===== src/rtl/fifo_hdl_pkg.sv =====
// Shared helpers for the fifo width converters: port widths, length normalisation
// and the shift-entry update selector used by the splitter.
package fifo_hdl_pkg;

  function automatic int len_w(input int nsize);
    return $clog2(nsize + 1);
  endfunction

  function automatic int idx_w(input int nsize);
    return (nsize > 1) ? $clog2(nsize) : 1;
  endfunction

  // A length of zero or beyond the word size means "the whole word".
  function automatic int norm_len(input int len, input int nsize);
    return (len == 0 || len > nsize) ? nsize : len;
  endfunction

  typedef enum logic [2:0] {
    SH_KEEP,
    SH_SHIFT,
    SH_LOAD_HOLD,
    SH_LOAD_WRITE,
    SH_DRAIN
  } sh_op_t;

endpackage


===== src/rtl/fifo_split_if.sv =====
// Wide-word write side and narrow-beat read side of the width splitter.
interface fifo_split_if #(
  parameter int DSIZE = 1,
  parameter int NSIZE = 8
);
  import fifo_hdl_pkg::*;

  localparam int LW = len_w(NSIZE);
  localparam int IW = idx_w(NSIZE);

  logic [DSIZE*NSIZE-1:0] wr_data;
  logic [LW-1:0]          wr_len;
  logic                   wr_vld;
  logic                   wr_ready;
  logic [DSIZE-1:0]       rd_data;
  logic [IW-1:0]          rd_idx;
  logic                   rd_last;
  logic                   rd_vld;
  logic                   rd_ready;

  modport master (
    output wr_data, wr_len, wr_vld, rd_ready,
    input  wr_ready, rd_data, rd_idx, rd_last, rd_vld
  );

  modport slave (
    input  wr_data, wr_len, wr_vld, rd_ready,
    output wr_ready, rd_data, rd_idx, rd_last, rd_vld
  );

endinterface


===== src/rtl/fifo_split_hold.sv =====
// One-entry registered slice holding the next wide word while the shift entry is busy.
module fifo_split_hold #(
  parameter int DSIZE = 1,
  parameter int NSIZE = 8
) (
  input  logic                                 clock,
  input  logic                                 rst_n,
  input  logic [DSIZE*NSIZE-1:0]               in_data,
  input  logic [fifo_hdl_pkg::len_w(NSIZE)-1:0] in_len,
  input  logic                                 load,
  input  logic                                 unload,
  output logic [DSIZE*NSIZE-1:0]               data,
  output logic [fifo_hdl_pkg::len_w(NSIZE)-1:0] len,
  output logic                                 vld
);

  always_ff @(posedge clock or negedge rst_n) begin
    if (!rst_n) begin
      data <= '0;
      len  <= '0;
      vld  <= 1'b0;
    end else if (load) begin
      data <= in_data;
      len  <= in_len;
      vld  <= 1'b1;
    end else if (unload) begin
      vld  <= 1'b0;
    end
  end

endmodule


===== src/rtl/fifo_split.sv =====
// Wide-to-narrow width splitter: each wide word is emitted MSB slice first as up to
// NSIZE beats, using a hold entry plus a shift entry for bubble-free streaming.
module fifo_split #(
  parameter int DSIZE = 1,
  parameter int NSIZE = 8
) (
  input logic         clock,
  input logic         rst_n,
  fifo_split_if.slave bus
);
  import fifo_hdl_pkg::*;

  localparam int WW = DSIZE * NSIZE;
  localparam int LW = len_w(NSIZE);
  localparam int IW = idx_w(NSIZE);

  logic [WW-1:0] sh_data;
  logic [LW-1:0] sh_rem;
  logic [IW-1:0] sh_idx;
  logic          sh_vld;

  logic [WW-1:0] hold_data;
  logic [LW-1:0] hold_len;
  logic          hold_vld;

  logic          wr_ready_q;
  logic [LW-1:0] wr_len_n;
  logic          wr_hs;
  logic          rd_hs;
  logic          rd_last;
  logic          sh_free;
  logic          hold_load;
  logic          hold_unload;
  logic          hold_vld_next;
  sh_op_t        sh_op;

  assign wr_len_n = LW'(norm_len(int'(bus.wr_len), NSIZE));

  assign wr_hs   = bus.wr_vld && wr_ready_q;
  assign rd_last = (sh_rem == LW'(1));
  assign rd_hs   = sh_vld && bus.rd_ready;
  assign sh_free = !sh_vld || (rd_hs && rd_last);

  // The hold entry only takes a write when the shift entry cannot accept it directly.
  assign hold_unload   = sh_free && hold_vld;
  assign hold_load     = wr_hs && !(sh_free && !hold_vld);
  assign hold_vld_next = hold_load || (hold_vld && !hold_unload);

  fifo_split_hold #(
    .DSIZE (DSIZE),
    .NSIZE (NSIZE)
  ) u_hold (
    .clock   (clock),
    .rst_n   (rst_n),
    .in_data (bus.wr_data),
    .in_len  (wr_len_n),
    .load    (hold_load),
    .unload  (hold_unload),
    .data    (hold_data),
    .len     (hold_len),
    .vld     (hold_vld)
  );

  always_comb begin
    sh_op = SH_KEEP;
    if (sh_free) begin
      if (hold_vld)
        sh_op = SH_LOAD_HOLD;
      else if (wr_hs)
        sh_op = SH_LOAD_WRITE;
      else
        sh_op = SH_DRAIN;
    end else if (rd_hs) begin
      sh_op = SH_SHIFT;
    end
  end

  always_ff @(posedge clock or negedge rst_n) begin
    if (!rst_n) begin
      sh_data <= '0;
      sh_rem  <= '0;
      sh_idx  <= '0;
      sh_vld  <= 1'b0;
    end else begin
      unique case (sh_op)
        SH_SHIFT: begin
          sh_data <= {sh_data[WW-DSIZE-1:0], {DSIZE{1'b0}}};
          sh_rem  <= sh_rem - LW'(1);
          sh_idx  <= sh_idx + IW'(1);
        end
        SH_LOAD_HOLD: begin
          sh_data <= hold_data;
          sh_rem  <= hold_len;
          sh_idx  <= '0;
          sh_vld  <= 1'b1;
        end
        SH_LOAD_WRITE: begin
          sh_data <= bus.wr_data;
          sh_rem  <= wr_len_n;
          sh_idx  <= '0;
          sh_vld  <= 1'b1;
        end
        SH_DRAIN: begin
          sh_data <= '0;
          sh_rem  <= '0;
          sh_idx  <= '0;
          sh_vld  <= 1'b0;
        end
        SH_KEEP: begin
        end
        default: begin
        end
      endcase
    end
  end

  // Registered from the next hold state so rd_ready never reaches wr_ready combinationally.
  always_ff @(posedge clock or negedge rst_n) begin
    if (!rst_n)
      wr_ready_q <= 1'b0;
    else
      wr_ready_q <= !hold_vld_next;
  end

  assign bus.wr_ready = wr_ready_q;
  assign bus.rd_vld   = sh_vld;
  assign bus.rd_data  = sh_data[WW-1 -: DSIZE];
  assign bus.rd_idx   = sh_idx;
  assign bus.rd_last  = rd_last;

  a_hold_no_overwrite: assert property (
    @(posedge clock) disable iff (!rst_n) hold_load |-> !hold_vld
  );

  a_rd_stable_on_stall: assert property (
    @(posedge clock) disable iff (!rst_n)
      (sh_vld && !bus.rd_ready) |=> (sh_vld && $stable(sh_data) && $stable(sh_idx) && $stable(sh_rem))
  );

endmodule


===== src/flat_wrapper.sv =====
// flat-port wrapper written by rule: the top's interface ports become plain ports
module fifo_split_flat import fifo_hdl_pkg::*;
#(
  parameter int DSIZE = 1,
  parameter int NSIZE = 8
)
  (clock, rst_n, bus_wr_data, bus_wr_len, bus_wr_vld, bus_rd_ready, bus_wr_ready, bus_rd_data, bus_rd_idx, bus_rd_last, bus_rd_vld);
  fifo_split_if #(.DSIZE(DSIZE), .NSIZE(NSIZE)) bus_i ();
  input logic clock;
  input logic rst_n;
  input wire logic [$bits(bus_i.wr_data)-1:0] bus_wr_data;
  input wire logic [$bits(bus_i.wr_len)-1:0] bus_wr_len;
  input wire logic [$bits(bus_i.wr_vld)-1:0] bus_wr_vld;
  input wire logic [$bits(bus_i.rd_ready)-1:0] bus_rd_ready;
  output wire logic [$bits(bus_i.wr_ready)-1:0] bus_wr_ready;
  output wire logic [$bits(bus_i.rd_data)-1:0] bus_rd_data;
  output wire logic [$bits(bus_i.rd_idx)-1:0] bus_rd_idx;
  output wire logic [$bits(bus_i.rd_last)-1:0] bus_rd_last;
  output wire logic [$bits(bus_i.rd_vld)-1:0] bus_rd_vld;
  assign bus_i.wr_data = bus_wr_data;
  assign bus_i.wr_len = bus_wr_len;
  assign bus_i.wr_vld = bus_wr_vld;
  assign bus_i.rd_ready = bus_rd_ready;
  assign bus_wr_ready = bus_i.wr_ready;
  assign bus_rd_data = bus_i.rd_data;
  assign bus_rd_idx = bus_i.rd_idx;
  assign bus_rd_last = bus_i.rd_last;
  assign bus_rd_vld = bus_i.rd_vld;
  fifo_split #(.DSIZE(DSIZE), .NSIZE(NSIZE)) u_core (.clock(clock), .rst_n(rst_n), .bus(bus_i));
endmodule

===== config.mk =====
export PLATFORM = sky130hd
export DESIGN_NAME = fifo_split_flat
export DESIGN_NICKNAME = d
export VERILOG_FILES = /design/src/rtl/fifo_hdl_pkg.sv /design/src/rtl/fifo_split_if.sv /design/src/rtl/fifo_split_hold.sv /design/src/rtl/fifo_split.sv /design/src/flat_wrapper.sv
export SDC_FILE = /design/constraint.sdc
export NUM_CORES = 1
export LEC_CHECK = 0
export ABC_AREA = 0
export CAP_MARGIN = 20
export CELL_PAD_IN_SITES_DETAIL_PLACEMENT = 1
export CELL_PAD_IN_SITES_GLOBAL_PLACEMENT = 1
export CORE_MARGIN = 2
export CORE_UTILIZATION = 40
export CTS_BUF_LIST = sky130_fd_sc_hd__clkbuf_16
export CTS_CLUSTER_DIAMETER = 200
export DETAILED_ROUTE_END_ITERATION = 6
export PLACE_DENSITY_LB_ADDON = 0.08
export RECOVER_POWER = 100
export SYNTH_ARGS = -nofsm -noshare
export SYNTH_HDL_FRONTEND = slang
export SYNTH_HIERARCHICAL = 1
export SYNTH_SLANG_ARGS = --single-unit

===== constraint.sdc =====
create_clock -name clock -period 5.3 [get_ports clock]
set_input_delay 1.06 -clock clock [delete_from_list [all_inputs] [get_ports clock]]
set_output_delay 1.06 -clock clock [all_outputs]
set_load 0.01 [all_outputs]

==> impl_metrics.json, run 1 <==
{
  "worst_hold_slack_ns": 0.481,
  "clock_sink_count": 30,
  "cts.clk_slew.worst_paths_ns": 0.05,
  "htreeDepth": 2,
  "async_flop_share_pct": 100,
  "arrival_ns": 2.46,
  "cts_tree": "yes",
  "syn_area_um2": 1610,
  "end_kind": "output pin",
  "setup_slack_ns": 1.78,
  "grt_overflow_total": 0,
  "drt_pre_antenna_iters": 4,
  "cts_buffer_depth": 2,
  "p_comb_share_pct": 28.9,
  "max_stage_delay_ns": 0.63,
  "first_global_vias": 1260,
  "power_frac_seq_pct": 37.4,
  "clk_latency_ns": 0.28,
  "yosysUniqueCellTypes": 41,
  "syn_nets": 169,
  "leakage_uw": 0.000878,
  "min_path_type": "reg2reg",
  "place_ws_ns": 1.97,
  "ioPinCount": 23,
  "hold_viol": 0,
  "grt_max_degree": 31,
  "rsz0062_at_grt": "no",
  "fin_skew_ns": 0.00460,
  "vias": 1217,
  "drv_slew": 31,
  "crit_chain": "inv_1 > ha_1 > or3b_1 > inv_1 > clkdlybuf4s50_1",
  "fmax_mhz": 284,
  "period_needed_ns": 3.52,
  "maxCapViolCount": 1,
  "gp_congestion": 0.847,
  "cts_setup_buffers": 0,
  "postSynthCellCount": 150,
  "numPortBuffers": 22,
  "cts_hold_buf": 0,
  "yosys_warnings": 6,
  "violations": "capacitance limit, slew limit",
  "dieArea_um2": 4550,
  "worst_path_max_delay_cell": "or3b_1",
  "die_y_um": 67.4,
  "p_sw_share_pct": 30.4,
  "syn_avg_cell_area_um2": 10.7,
  "cp_data_required_time_ns": 4.24,
  "synth.area.top_cells": "dfrtp_1 (47%), mux2_4 (8.4%), a221o_1 (3.7%), nand2_1 (3.7%), a21boi_1 (3.3%)",
  "synth_top_cell_by_area": "dfrtp_1",
  "worstSetupPathType": "reg2out",
  "hpwlAfterDp_um": 2610,
  "synth_top_area_share_pct": 46.7,
  "period_share_pct": 66.4,
  "drive_above_1_share_pct": 8.14,
  "holdCritStartpoint": "u_core/u_hold/len[1]",
  "synth_edf_count": 0,
  "cts-resized-gates": 0,
  "crit_fanout": 16,
  "synth.yosys.seq_area_share_pct": 46.7,
  "cp-startpoint": "u_core/sh_rem[1]",
  "grt_pass1_wl_um": 6540,
  "antenna_found_initial": 0,
  "grtUsageTotal_pct": 20.2,
  "final_antenna_net_count": 0,
  "power_density_nw_per_um2": 552,
  "start_kind": "flip-flop",
  "yosysMostFrequentCell": "dfrtp_1",
  "synth_top_flop_cell": "dfrtp_1",
  "p_clk_share_pct": 33.7,
  "r2r-start": "u_core/bus.rd_vld",
  "r2r_setup_slack_ns": 3.00,
  "synth_seq_cells": 30,
  "stdcell_count": 222,
  "dp.cells": 214,
  "tightest_slew_ns": 1.67,
  "slew_headroom_pct": -11.3,
  "cts_root_buf": "clkbuf_16",
  "row_count": 23,
  "vdd_ir_drop_max_mv": 0.252,
  "synth_top_cells_by_count": "dfrtp_1 (30), nand2_1 (16), nand3_1 (10)",
  "initial_core_util_pct": 40.8,
  "drt_wl_total_um": 3990,
  "wl_per_cell_um": 18.0,
  "core_um2": 3940,
  "cts_buffers": 5,
  "via_per_inst": 5.48,
  "drtIter0Drc": 62,
  "drc": 0,
  "antennaDiodeCount": 0,
  "die_w_um": 67.4,
  "internal_power_uw": 765,
  "area_growth_syn_to_layout_pct": 23.7,
  "switchingPower_uw": 334,
  "postLayoutCoreUtil_pct": 50.5,
  "status": "complete, but fails checks",
  "timing.setup.tns_ns": 0,
  "final_nets": 190,
  "setup-violations-final": 0,
  "cpMostUsedCell": "inv_1"
}
## critical path, delay by kind of cell (launching register included)
family / cells / cell delay [ns]
buffers and inverters: 3 / 0.94
and+or+nand+nor: 1 / 0.63
DFF: 1 / 0.38
adders and majority gates: 1 / 0.23
## metal layers
layer	track usage, %	share of wire (%)	up-vias
met4	9.18	1.8	0
met2	30.7	47	24
met1	27.0	48	600
met3	5.33	3.8	8
met5	0	0	-
li1	-	-	585
## cells by family after synthesis
| kind of cell | synth area share, % |
|---|---|
| mux | 11.1 |
| flops | 46.7 |
| simple gates | 16.0 |
| buf+inv | 5.60 |
| compound gates | 17.7 |
| fa+ha+maj | 2.96 |
## registers in the layout (all words and copies together) (netlist names)
name / flops
u_core/sh_data: 8
u_core/u_hold/data: 8
u_core/sh_rem: 4
u_core/u_hold/len: 4
u_core/bus.rd_idx: 3
u_core/bus.rd_vld: 1
u_core/bus.wr_ready: 1
u_core/u_hold/vld: 1
## worst paths after layout
| kind | endpoint | cells past startpoint |
|---|---|---|
| hold reg to reg | u_core/u_hold/len[1] | 1 |
| setup / recovery | bus_rd_last | 5 |
| hold / removal | u_core/u_hold/len[1] | 1 |
| min in group asynchronous | u_core/u_hold/data[4] | 2 |
| max in group asynchronous | u_core/bus.rd_idx[2] | 2 |
| setup reg to reg | u_core/u_hold/len[3] | 4 |
## per-stage QoR
step,total power [µW],cell area (µm²)
after global placement,749,1840
after global routing,1170,1990
final,1100,1990
after detailed placement,767,1840
after floorplan,654,1610
after CTS,1150,2030
## final cells by class
type,instances,area (µm²)
Clock buffer,5,125
Clock inverter,3,63.8
Fill cell,434,1950
Inverter,7,26.3
Multi-Input combinational cell,103,734
Sequential cell,30,751
Tap cell,50,62.6
Timing Repair Buffer,24,228
## power groups by stage
stage / clock (µW) / sequential (µW) / combinational [µW]
5_1_grt: 387 / 424 / 356
6_report: 371 / 411 / 317
4_1_cts: 377 / 413 / 362
3_3_place_gp: 0 / 410 / 340
2_1_floorplan: 0 / 392 / 262
3_5_place_dp: 0 / 413 / 355
## layout by cell type (no fill, tap or decap), types with 6 or more instances in the layout
| cell type | count |
|---|---|
| dfrtp_1 | 30 |
| nand2_1 | 16 |
| clkdlybuf4s50_1 | 14 |
| nand3_1 | 10 |
| mux2_1 | 9 |
| dlygate4sd3_1 | 8 |
| inv_1 | 7 |
| a21oi_1 | 7 |
| a21boi_1 | 7 |
| nor2b_1 | 6 |
| a221o_1 | 6 |
Note: power is estimated with default switching activity, not from simulation.
==> run 2: changes to the inputs <==
--- a/config.mk
+++ b/config.mk
@@ -10,7 +10,7 @@
 export CELL_PAD_IN_SITES_DETAIL_PLACEMENT = 1
 export CELL_PAD_IN_SITES_GLOBAL_PLACEMENT = 1
 export CORE_MARGIN = 2
-export CORE_UTILIZATION = 40
+export CORE_UTILIZATION = 38
 export CTS_BUF_LIST = sky130_fd_sc_hd__clkbuf_16
 export CTS_CLUSTER_DIAMETER = 200
 export DETAILED_ROUTE_END_ITERATION = 6
==> constraint.sdc (replaced) <==
create_clock -name clock -period 2.9 [get_ports clock]
set_input_delay 0.58 -clock clock [delete_from_list [all_inputs] [get_ports clock]]
set_output_delay 0.58 -clock clock [all_outputs]
set_load 0.01 [all_outputs]
==> impl_metrics.json, run 2 (synthesis gave the netlist of run 1 again) <==
{
  "status": "complete, but fails checks",
  "violations": "capacitance limit, slew limit",
  "internal_power_uw": 1230,
  "grt_pass1_wl_um": 6830,
  "drt_pre_antenna_iters": 4,
  "fmax_mhz": 384,
  "antenna_found_initial": 0,
  "r2r_setup_slack_ns": 0.57,
  "min_to": "u_core/u_hold/len[1]",
  "cts_buffers": 5,
  "first_global_vias": 1316,
  "die_y_um": 69.1,
  "r2r-end": "u_core/u_hold/len[3]",
  "tightest_slew_ns": 1.65,
  "cts_root_buf": "clkbuf_16",
  "period_needed_ns": 2.61,
  "grt_overflow_total": 0,
  "arrival_ns": 2.03,
  "fillers": 459,
  "power_frac_seq_pct": 40.9,
  "maxCapViolCount": 1,
  "cts_setup_buffers": 0,
  "vdd_ir_drop_max_mv": 0.381,
  "core_um2": 4030,
  "largestRegisters": "u_core/sh_data: 8 flops, u_core/u_hold/data: 8 flops",
  "regArea_um2": 751,
  "cts_tree": "yes",
  "drv_slew": 31,
  "hpwlAfterDp_um": 2710,
  "holdCritStartpoint": "u_core/u_hold/len[1]",
  "numPortBuffers": 22,
  "via_per_inst": 5.49,
  "die_w_um": 69.1,
  "grtUsageTotal_pct": 18.3,
  "p_clk_share_pct": 26.4,
  "end_kind": "output pin",
  "drt_wl_total_um": 4050,
  "hold_viol": 0,
  "fin_skew_ns": 0.00414,
  "cp_data_required_time_ns": 2.32,
  "cts_buffer_depth": 2,
  "dp.cells": 217,
  "setup-violations-final": 0,
  "r2r-start": "u_core/sh_rem[0]",
  "hold-path-cell-count": 1,
  "start_kind": "flip-flop",
  "dieArea_um2": 4770,
  "drive_above_1_share_pct": 9.14,
  "final_common_cell": "dfrtp_1",
  "place_ws_ns": 0.461,
  "timing.setup.tns_ns": 0,
  "drc": 0,
  "p_sw_share_pct": 32.5,
  "wl_per_cell_um": 18.0,
  "htreeDepth": 2,
  "multiInputGateArea_um2": 737,
  "power_density_nw_per_um2": 929,
  "cts.clk_slew.worst_paths_ns": 0.05,
  "setup_slack_ns": 0.295,
  "area_growth_syn_to_layout_pct": 21.9,
  "initial_core_util_pct": 39.9,
  "slew_headroom_pct": -10.0,
  "cts-resized-gates": 0,
  "final_antenna_net_count": 0,
  "drtIter0Drc": 35,
  "period_share_pct": 89.8,
  "stdcell_count": 225,
  "final_nets": 193,
  "switchingPower_uw": 593,
  "leakage_uw": 0.000868,
  "worstSetupPathType": "reg2out",
  "final_cell_mix": "dfrtp_1 (30), nand2_1 (16), clkdlybuf4s50_1 (13)",
  "rr_worst_depth": 6,
  "crit_fanout": 4,
  "row_count": 23,
  "p_comb_share_pct": 32.7,
  "antennaDiodeCount": 0,
  "vias": 1236,
  "clk_latency_ns": 0.28,
  "ioPinCount": 23,
  "rsz0062_at_grt": "no",
  "gp_congestion": 0.835,
  "cts_hold_buf": 0,
  "min_path_type": "reg2reg",
  "grt_max_degree": 31,
  "clock_sink_count": 30
}
==> run 2: changes by cell type in the layout (fill, tap and decap cells not counted), moves of 2 or more <==
cell / previous run / this run
a21boi_0: 0 / 6
a21boi_1: 7 / 1
buf_4: 0 / 2
bufinv_16: 2 / 0
mux2_4: 0 / 2
==> run 2: critical path, stage by stage, from the launching register on <==
cell and delay [ns]:
dfrtp_1 0.37, inv_1 0.11, ha_1 0.18, or3b_1 0.39
inv_2 0.11, dlygate4sd3_1 0.61
==> run 2: cell type report <==
| type | count | share of cell area, % |
|---|---|---|
| Timing Repair Buffer | 27 | 12.6 |
| Tap cell | 50 | 3.19 |
| Clock inverter | 3 | 0.638 |
| Clock buffer | 5 | 6.38 |
| Inverter | 7 | 1.34 |
| Sequential cell | 30 | 38.3 |
| Multi-Input combinational cell | 103 | 37.6 |
==> run 2: power groups by stage <==
stage          registers, µW  clock network (µW)  logic [µW]
6_report                 745                 482         595
3_5_place_dp             751                   0         664
5_1_grt                  772                 515         661
4_1_cts                  750                 492         677
3_3_place_gp             742                   0         630
2_1_floorplan            716                   0         479
==> run 2: how the worst max path moves through the flow <==
stage,from,end,depth (start not counted)
floorplan,u_core/sh_rem[1],bus_rd_last,5
global route,bus_rd_ready,u_core/u_hold/len[3],6
CTS,u_core/sh_rem[1],bus_rd_last,5
global placement,bus_rd_ready,u_core/sh_data[1],5
finish,u_core/sh_rem[1],bus_rd_last,5
detailed placement,bus_rd_ready,u_core/sh_data[3],5
==> run 2: per-layer routing <==
| metal | track usage (%) | share of wire, % |
|---|---|---|
| met2 | 28.5 | 49 |
| met1 | 23.6 | 46 |
| met4 | 8.06 | 2.2 |
| met3 | 5.26 | 3.4 |
| met5 | 0 | 0 |
==> run 2: metrics by stage <==
step	power (µW)	hold WS, ns	util, %	area (µm²)
2_1_floorplan	1200	0.284	-	1610
3_3_place_gp	1370	0.487	46.3	1870
3_5_place_dp	1420	0.494	46.3	1870
4_1_cts	1920	0.513	49.7	2000
5_1_grt	1950	0.508	48.7	1960
6_report	1820	0.484	48.7	1960
==> run 3: changes to the inputs <==
--- a/config.mk
+++ b/config.mk
@@ -9,6 +9,7 @@
 export CAP_MARGIN = 20
 export CELL_PAD_IN_SITES_DETAIL_PLACEMENT = 1
 export CELL_PAD_IN_SITES_GLOBAL_PLACEMENT = 1
+export CORE_ASPECT_RATIO = 1.2
 export CORE_MARGIN = 2
 export CORE_UTILIZATION = 38
 export CTS_BUF_LIST = sky130_fd_sc_hd__clkbuf_16
==> impl_metrics.json, run 3 (synthesis gave the netlist of run 1 again) <==
{
  "cts_root_buf": "clkbuf_16",
  "rsz0062_at_grt": "no",
  "cts_buffer_depth": 2,
  "hpwlAfterDp_um": 2760,
  "drv_slew": 31,
  "end_kind": "output pin",
  "fmax_mhz": 382,
  "die_w_um": 63.4,
  "cts_tree": "yes",
  "setup-violations-final": 0,
  "arrival_ns": 2.04,
  "crit_fanout": 4,
  "gp_congestion": 0.800,
  "drive_above_1_share_pct": 9.71,
  "power_density_nw_per_um2": 902,
  "maxCapViolCount": 1,
  "cp_data_required_time_ns": 2.32,
  "vdd_ir_drop_max_mv": 0.549,
  "stdcell_count": 229,
  "slew_headroom_pct": -10.3,
  "dieArea_um2": 4770,
  "numPortBuffers": 22,
  "via_per_inst": 5.56,
  "worst_hold_slack_ns": 0.485,
  "final_nets": 194,
  "area_growth_syn_to_layout_pct": 22.2,
  "cts_buffers": 5,
  "cts.clk_slew.worst_paths_ns": 0.05,
  "first_global_vias": 1298,
  "die_y_um": 75.3,
  "cts-resized-gates": 0,
  "rr_worst_depth": 6,
  "row_count": 25,
  "fin_skew_ns": 0.00317,
  "dp.cells": 222,
  "grt_pass1_wl_um": 6400,
  "period_needed_ns": 2.62,
  "status": "complete, but fails checks",
  "tightest_slew_ns": 1.65,
  "min_path_type": "reg2reg",
  "grt_max_degree": 31,
  "violations": "capacitance limit, slew limit",
  "cts_hold_buf": 0,
  "initial_core_util_pct": 40.2,
  "wl_per_cell_um": 16.7,
  "core_um2": 4000,
  "worstSetupPathType": "reg2out",
  "final_antenna_net_count": 0,
  "final_common_cell": "dfrtp_1",
  "cts_setup_buffers": 0,
  "clk_latency_ns": 0.27,
  "grt_overflow_total": 0,
  "leakage_uw": 0.000868,
  "clock_sink_count": 30,
  "ioPinCount": 23,
  "drt_pre_antenna_iters": 4,
  "drc": 0,
  "antenna_found_initial": 0,
  "largestRegisters": "u_core/sh_data: 8 flops, u_core/u_hold/data: 8 flops",
  "drtIter0Drc": 60,
  "grtUsageTotal_pct": 18.2,
  "hold-path-cell-count": 1,
  "drt_wl_total_um": 3830,
  "start_kind": "flip-flop",
  "vias": 1273,
  "period_share_pct": 90.2,
  "final_cell_mix": "dfrtp_1 (30), nand2_1 (16), clkdlybuf4s50_1 (13)",
  "hold_viol": 0,
  "htreeDepth": 2,
  "antennaDiodeCount": 0,
  "timing.setup.tns_ns": 0
}
run 3: cell count changes in the layout (fill, tap and decap cells not counted):
cell       previous run  this run
buf_4                 2         3
nand4bb_2             0         1
inv_1                 7         8
mux2_4                2         0
mux2_2                2         4
clkinv_2              1         0
clkinv_1              1         0
nand4bb_1             1         0
run 3: critical path: stages (launching register included):
cell	delay, ns
dfrtp_1	0.38
inv_1	0.10
ha_1	0.19
or3b_1	0.39
inv_2	0.11
dlygate4sd3_1	0.61
run 3: final cells by class:
type / instances / area, µm²
clock buffers: 5 / 125
repair buffers: 28 / 254
clock inverters: 2 / 7.51
well taps: 54 / 67.6
inverters: 7 / 26.3
flip-flops and latches: 30 / 751
multi-input cells: 103 / 734
fillers: 469 / 2040
run 3: path summary, 6_finish.rpt:
kind | from | end | slack, ns
min in group asynchronous | rst_n | u_core/bus.rd_idx[0] | 1.27
max | u_core/sh_rem[1] | bus_rd_last | 0.28
min reg2reg | u_core/u_hold/data[2] | u_core/u_hold/data[2] | 0.48
max in group asynchronous | rst_n | u_core/u_hold/len[1] | 0.67
max reg2reg | u_core/sh_rem[0] | u_core/u_hold/len[3] | 0.72
min | u_core/u_hold/data[2] | u_core/u_hold/data[2] | 0.48
run 3: power breakdown:
part | switching, µW | internal [µW] | leakage (µW) | total (µW)
sequential | 135 | 607 | 0.000366 | 742
clock | 160 | 305 | 0.0000723 | 464
combinational | 262 | 305 | 0.000430 | 568
total | 557 | 1220 | 0.000868 | 1770
run 3: layer usage:
layer	global-route usage, %	share of wire (%)	up-vias
met4	7.97	1.8	0
met3	3.89	3.7	7
met1	21.5	43	649
met5	0	0	-
li1	-	-	594
met2	32.2	52	23
run 3: stage by stage:
| stage | util [%] | area, µm² | setup slack (ns) | power (µW) |
|---|---|---|---|---|
| floorplan | - | 1610 | 1.15 | 1200 |
| global placement | 46.9 | 1880 | 0.612 | 1380 |
| global route | 49.1 | 1970 | 0.174 | 1920 |
| CTS | 50.2 | 2010 | 0.321 | 1890 |
| detailed placement | 46.9 | 1880 | 0.561 | 1410 |
| finish | 49.1 | 1970 | 0.283 | 1770 |
